<file path="src/rtl/ram_pkg.sv">
// Shared definitions for the system RAM arbiter: default widths, port
// indices and the lock FSM encoding.
package ram_pkg;

  localparam int DEF_ADDR_W = 11;
  localparam int DEF_DATA_W = 8;

  // Requester indices
  localparam logic PORT_CPU = 1'b0;
  localparam logic PORT_DMA = 1'b1;

  // Lock FSM encodings (owner of a lock is held separately)
  localparam logic ST_IDLE   = 1'b0;
  localparam logic ST_LOCKED = 1'b1;

  // Index of the granted port from a one-hot (or zero) grant vector.
  // A zero vector maps to port 0 so idle RAM buses follow the CPU port.
  function automatic logic gnt_index(input logic [1:0] gnt);
    return gnt[1];
  endfunction

endpackage

</file>
<file path="src/rtl/rr_pick2.sv">
// Two-way round-robin picker: with both requesting, the port that was not
// granted last wins; a lone requester always wins. Purely combinational.
module rr_pick2 (
  input  logic [1:0] req,
  input  logic       last,
  output logic [1:0] gnt
);

  // Select one requester, favouring the port that did not win last time
  always_comb begin
    gnt = 2'b00;
    case (req)
      2'b00:   gnt = 2'b00;
      2'b01:   gnt = 2'b01;
      2'b10:   gnt = 2'b10;
      2'b11:   gnt = last ? 2'b01 : 2'b10;
      default: gnt = 2'b00;
    endcase
  end

endmodule

</file>
<file path="src/rtl/ram_arbiter.sv">
// Two-requester arbiter in front of the byte-wide system RAM. Port 0 is the
// CPU bus unit, port 1 the loader/DMA. One access per cycle, round-robin on
// ties, an optional lock for back-to-back multi-byte transfers, and routing
// of the RAM's 1-cycle read data back to the port that issued the read.
module ram_arbiter
  import ram_pkg::*;
#(
  parameter int ADDR_W = DEF_ADDR_W,
  parameter int DATA_W = DEF_DATA_W
) (
  input  logic              clk,
  input  logic              rst,

  input  logic              p0_req,
  input  logic              p0_we,
  input  logic [ADDR_W-1:0] p0_addr,
  input  logic [DATA_W-1:0] p0_wdata,
  input  logic              p0_lock,
  output logic              p0_gnt,
  output logic              p0_rvalid,
  output logic [DATA_W-1:0] p0_rdata,

  input  logic              p1_req,
  input  logic              p1_we,
  input  logic [ADDR_W-1:0] p1_addr,
  input  logic [DATA_W-1:0] p1_wdata,
  input  logic              p1_lock,
  output logic              p1_gnt,
  output logic              p1_rvalid,
  output logic [DATA_W-1:0] p1_rdata,

  output logic              ram_write_en,
  output logic [ADDR_W-1:0] ram_write_addr,
  output logic [DATA_W-1:0] ram_data_in,
  output logic              ram_rd_en,
  output logic [ADDR_W-1:0] ram_rd_addr,
  input  logic [DATA_W-1:0] ram_data_out
);

  logic              state;     // ST_IDLE or ST_LOCKED
  logic              owner;     // last granted port, also the lock holder
  logic              rd_pend;   // a read was granted last cycle
  logic              rd_tag;    // port that issued that read

  logic [1:0]        req;
  logic [1:0]        rr_gnt;
  logic [1:0]        gnt;
  logic              any_gnt;
  logic              sel;
  logic              sel_we;
  logic              sel_lock;
  logic [ADDR_W-1:0] sel_addr;
  logic [DATA_W-1:0] sel_wdata;

  assign req = {p1_req, p0_req};

  rr_pick2 u_pick (
    .req  (req),
    .last (owner),
    .gnt  (rr_gnt)
  );

  // Grant: nothing during reset, only the lock holder while locked,
  // otherwise the round-robin choice
  always_comb begin
    gnt = 2'b00;
    if (rst) begin
      gnt = 2'b00;
    end else if (state == ST_LOCKED) begin
      if (owner == PORT_DMA) begin
        gnt = {p1_req, 1'b0};
      end else begin
        gnt = {1'b0, p0_req};
      end
    end else begin
      gnt = rr_gnt;
    end
  end

  assign any_gnt = gnt[1] | gnt[0];
  assign sel     = gnt_index(gnt);
  assign p0_gnt  = gnt[0];
  assign p1_gnt  = gnt[1];

  // Route the selected port's request fields toward the RAM (port 0 when idle)
  always_comb begin
    sel_we    = 1'b0;
    sel_lock  = 1'b0;
    sel_addr  = '0;
    sel_wdata = '0;
    if (sel == PORT_DMA) begin
      sel_we    = p1_we;
      sel_lock  = p1_lock;
      sel_addr  = p1_addr;
      sel_wdata = p1_wdata;
    end else begin
      sel_we    = p0_we;
      sel_lock  = p0_lock;
      sel_addr  = p0_addr;
      sel_wdata = p0_wdata;
    end
  end

  // Strobes are mutually exclusive because a single grant selects one direction
  assign ram_write_en   = any_gnt & sel_we;
  assign ram_rd_en      = any_gnt & ~sel_we;
  assign ram_write_addr = sel_addr;
  assign ram_rd_addr    = sel_addr;
  assign ram_data_in    = sel_wdata;

  // Ownership, lock state and read-return tracking
  always_ff @(posedge clk) begin
    if (rst) begin
      state   <= ST_IDLE;
      owner   <= PORT_DMA;
      rd_pend <= 1'b0;
      rd_tag  <= PORT_CPU;
    end else begin
      if (any_gnt) begin
        owner <= sel;
        state <= sel_lock ? ST_LOCKED : ST_IDLE;
      end
      rd_pend <= any_gnt & ~sel_we;
      if (any_gnt & ~sel_we) begin
        rd_tag <= sel;
      end
    end
  end

  // Read data is broadcast; rvalid steers it, and is suppressed during reset
  // so a read in flight when reset hits is dropped
  assign p0_rvalid = ~rst & rd_pend & (rd_tag == PORT_CPU);
  assign p1_rvalid = ~rst & rd_pend & (rd_tag == PORT_DMA);
  assign p0_rdata  = ram_data_out;
  assign p1_rdata  = ram_data_out;

endmodule
</file>
<file path="config.mk">
export PLATFORM = sky130hd
export DESIGN_NAME = ram_arbiter
export DESIGN_NICKNAME = d
export VERILOG_FILES = /design/src/rtl/ram_pkg.sv /design/src/rtl/rr_pick2.sv /design/src/rtl/ram_arbiter.sv
export SDC_FILE = /design/constraint.sdc
export NUM_CORES = 1
export LEC_CHECK = 0
export BUFFER_PORTS_ARGS = -buffer_cell sky130_fd_sc_hd__buf_2
export CAP_MARGIN = 20
export CORE_UTILIZATION = 33
export CTS_BUF_LIST = sky130_fd_sc_hd__clkbuf_4 sky130_fd_sc_hd__clkbuf_8
export CTS_CLUSTER_DIAMETER = 50
export CTS_CLUSTER_SIZE = 24
export DETAILED_ROUTE_END_ITERATION = 10
export PLACE_DENSITY_LB_ADDON = 0.15
export SYNTH_ARGS = -nofsm -noshare
export SYNTH_HDL_FRONTEND = slang
export SYNTH_SLANG_ARGS = --single-unit
</file>
<file path="constraint.sdc">
create_clock -name clk -period 2.3 [get_ports clk]
set_input_delay 0.46 -clock clk [delete_from_list [all_inputs] [get_ports clk]]
set_output_delay 0.46 -clock clk [all_outputs]
set_load 0.03 [all_outputs]
</file>
# ---- Word-level counts from Yosys, hierarchy flattened
# Cells that the tools add are included.
dict set report op_classes {
  mux 10
  n_reduce_logical 1
  n_eq_ne 3
  bitwise 9
}
# op n
set op_table {}
lappend op_table {{$mux W11} 1}
lappend op_table {{$mux W2} 4}
lappend op_table {{$mux W8} 1}
lappend op_table {{$pmux W2 S4} 1}
lappend op_table {{$and A1 B1 Y1} 5}
lappend op_table {{$eq A2 B2 Y1 const B} 2}
lappend op_table {{$mux W1} 3}
lappend op_table {{$not A1 Y1} 3}
lappend op_table {{$eq A2 B1 Y1 const B} 1}
lappend op_table {{$logic_not A2 Y1} 1}
lappend op_table {{$or A1 B1 Y1} 1}
dict set report word_totals {
  elab_cells 27
  reg_bits 4
}

# ---- Longest topological paths before layout
dict set report logic_depth {
  ltp_word 7
  ltp_mapped 6
  mapped_depth_nobuf 3
}

# ---- Cells and area by module
# A second synthesis with hierarchy kept.
dict set report hier_totals {
  hier_cells 79
  hier_area_um2 684.4
}
# mod seq_area_each_um2 area_each_um2 n_inst cells_per_inst
set by_module_without_submodules {}
lappend by_module_without_submodules {ram_arbiter 80.1 665.6 1 76}
lappend by_module_without_submodules {rr_pick2 0.0 18.8 1 3}

# ---- Worst setup path after synthesis
# No wires, ideal clock.
dict set report synth_timing {
  path_kind {input -> output}
  start {in rst}
  end {out p0_gnt}
  arrival_time_ns 2.150
  required_time_ns 1.840
  path_stages 2
  slack_ns -0.310
  n_path_buf 1
  path_cell_list {buf_2 -> a2111oi_0}
}
dict set report synth_between {
  elab_chain_cells 1
}
# item line
set synth_rtl {}
lappend synth_rtl {{from (decl)} ram_arbiter.sv:12} ;# input logic rst,
lappend synth_rtl {{$mux W2} ram_arbiter.sv:67} ;# if (rst) begin
lappend synth_rtl {{to (decl)} ram_arbiter.sv:19} ;# output logic p0_gnt,
# Every way passes these cells.

# ---- Worst setup path in the final report
dict set report layout_timing {
  start {reg state}
  end {out ram_rd_addr[1]}
}
dict set report layout_between {
  elab_chain_cells 3
}
# item line
set layout_rtl {}
lappend layout_rtl {{from (decl)} ram_arbiter.sv:40} ;# logic state;
lappend layout_rtl {{from (signal assigned)} ram_arbiter.sv:121} ;# state <= sel_lock ? ST_LOCKED : ST_IDLE;
lappend layout_rtl {{$mux W2} ram_arbiter.sv:69} ;# end else if (state == ST_LOCKED) begin
lappend layout_rtl {{$mux W2} ram_arbiter.sv:67}
lappend layout_rtl {{$mux W11} ram_arbiter.sv:91} ;# if (sel == PORT_DMA) begin
lappend layout_rtl {{to (decl)} ram_arbiter.sv:36} ;# output logic [ADDR_W-1:0] ram_rd_addr,
# Every way passes these cells.

==> results.sh <==
export IMPL_outcome="complete, no violations"
export IMPL_io_buffer_count=81
export IMPL_cts_sinks=4
export IMPL_yosysTopAreaCellShare=0.320
export IMPL_ys_async_sr_fraction=0
export IMPL_power_density_nw_per_um2=425
export IMPL_dp_hpwl_um=1820
export IMPL_clk_pin_slew_ns=0.04
export IMPL_finalSetupViolCount=0
export IMPL_synth_net_count=140
export IMPL_synthesis_area_sq_um=843
export IMPL_slew_viol_final=0
export IMPL_antenna_cells=0
export IMPL_p_leak_nw=0.659
export IMPL_overflow=0
export IMPL_initial_core_util=0.364
export IMPL_ys_ff_latch=4
export IMPL_grt_pass1_vias=720
export IMPL_drc=0
export IMPL_post_drt_wl_per_cell_um=12.2
export IMPL_synth_warnings=0
export IMPL_cts_path_max_buffers=2
export IMPL_yosysMostFrequentCell="buf_4"
export IMPL_antenna_found_initial=0
export IMPL_max_cap_violations=0
export IMPL_synth_edf_count=0
export IMPL_placementRows=17
export IMPL_drive_gt1_frac=0.811
export IMPL_drt_initial_drc_count=6
export IMPL_avgSynthCellArea_sq_um=9.81
export IMPL_rsz0062_at_grt="no"
export IMPL_synth_distinct_cells=31
export IMPL_ant_nets=0
export IMPL_peakVddDrop_mv=0.252
export IMPL_grt_start_max_net_pins=11
export IMPL_synthTopCellsByArea="mux2_4 (32%), buf_4 (24%), dfxtp_1 (9.5%)"
export IMPL_htree_levels=1
export IMPL_area_growth_pct=33.4
export IMPL_post_cts_buffers=0
export IMPL_max_freq_mhz=458
export IMPL_final_min_clock_period_ns=2.18
export IMPL_worstHoldPathType="input pin to flop"
export IMPL_coreArea_sq_um=2320
export IMPL_fillerInstances=222
export IMPL_seq_area_frac_synth=0.0950
export IMPL_yosys_area_top_type="mux2_4"
export IMPL_cp_required_ns=1.84
export IMPL_io_pins=106
export IMPL_grt_pass1_wl_um=2890
export IMPL_clk_insertion_delay_late_ns=0.24
export IMPL_synth_ff_type="dfxtp_1"
export IMPL_power_mw=0.478
export IMPL_worst_slew_pin_slew_ns=0.294
export IMPL_synthTopCellsByCount="buf_4 (27), mux2_4 (18), nor3b_1 (5), dfxtp_1 (4), inv_1 (3)"
export IMPL_drt_first_pass_iters=4
export IMPL_die_w_um=52.6
export IMPL_path_max_fanout=9
export IMPL_gp_congestion=0.734
export IMPL_viasPerCell=4.78
export IMPL_finalHoldViolCount=0
export IMPL_die_area_sq_um=2760
export IMPL_fin_tns_setup_ns=0
export IMPL_critPathCaptureType="primary output"
export IMPL_fin_crit_sh=0.950
export IMPL_cts_buffers=3
export IMPL_cts_tree="yes"
export IMPL_startpoint_type="flop"
export IMPL_cp_data_arrival_time_ns=1.72
export IMPL_fin_nets=199
export IMPL_syn_inst=86
export IMPL_via_count=817
export IMPL_die_y_um=52.6
export IMPL_finalClockSkew_ns=0.00353
export IMPL_cts_root_buf="clkbuf_4"
export IMPL_slew_headroom=0.804
export IMPL_wirelength_um=2080
export IMPL_grtUsageTotal=0.140
export IMPL_critical_path_class="flop to primary output"
[registers in the layout, indices dropped and copies added, names as in the netlist]
register,flops
owner,1
rd_pend,1
state,1
rd_tag,1
[report_power, final]
group          internal (mW)  leakage (nW)  switching [mW]
clock                 0.0586        0.0138          0.0317
combinational          0.130         0.612           0.174
sequential            0.0755        0.0330         0.00761
[final timing paths]
kind / from / depth (start not counted) / slack, ns / endpoint
worst max-delay path: state / 5 / 0.12 / ram_rd_addr[1]
worst min-delay path: p0_lock / 3 / 0.50 / state
worst max register to register: state / 4 / 0.97 / rd_tag
worst min register to register: rd_tag / 2 / 0.52 / rd_tag
[cell type report]
type | count | area, sq um | share of cell area
multi-input combinational | 47 | 522 | 0.464
timing repair buffer | 85 | 448 | 0.398
sequential | 4 | 82.6 | 0.0734
tap | 28 | 35.0 | 0.0311
clock buffer | 3 | 22.5 | 0.0200
inverter | 4 | 15.0 | 0.0133
[metal layers]
metal,part of all wire,GRT usage,wire length (um)
met5,0,0,0
met4,0.013,0.0877,27
met3,0.083,0.0174,172
met2,0.55,0.270,1140
met1,0.36,0.137,747
[cell families after synthesis]
logic type	synth area share
AO/OA/AOI/OAI	0.119
buffers and inverters	0.297
flip-flops	0.0950
multiplexers	0.346
AND/OR/NAND/NOR	0.144
[what timing repair did]
item	4_1_cts	5_1_grt
hold buffers	0	0
setup endpoints to repair	22	23
pin swaps	0	0
cloned	0	0
endpoints found under the hold margin	0	0
resized for setup	1	2
[metrics by stage]
step | hold slack, ns | cells | area [sq um] | util | worst slack (ns)
global placement | 0.502 | 168 | 1100 | 0.473 | 0.171
floorplan | 0.480 | 86 | 850 | - | 0.0914
finish | 0.504 | 171 | 1120 | 0.485 | 0.115
detailed placement | 0.521 | 168 | 1100 | 0.473 | 0.145
CTS | 0.507 | 171 | 1120 | 0.484 | 0.0213
global route | 0.504 | 171 | 1120 | 0.485 | 0.0298
[layout by cell type, fill, tap and decap left out, types with 2 or more instances in the layout]
cell | netlist | layout
dfxtp_1 | 4 | 2
buf_2 | 2 | 81
buf_4 | 27 | 3
nor3b_1 | 5 | 4
dfxtp_2 | 0 | 2
mux2_4 | 18 | 18
inv_1 | 3 | 3
clkbuf_4 | 0 | 3
[critical path: stages, from the launching register on]
cell and delay, ns:
dfxtp_2 0.36, nand3b_2 0.27, nand3_4 0.17, buf_4 0.19
mux2_4 0.31, buf_2 0.18
No activity file was read; power rests on OpenSTA's default activity.
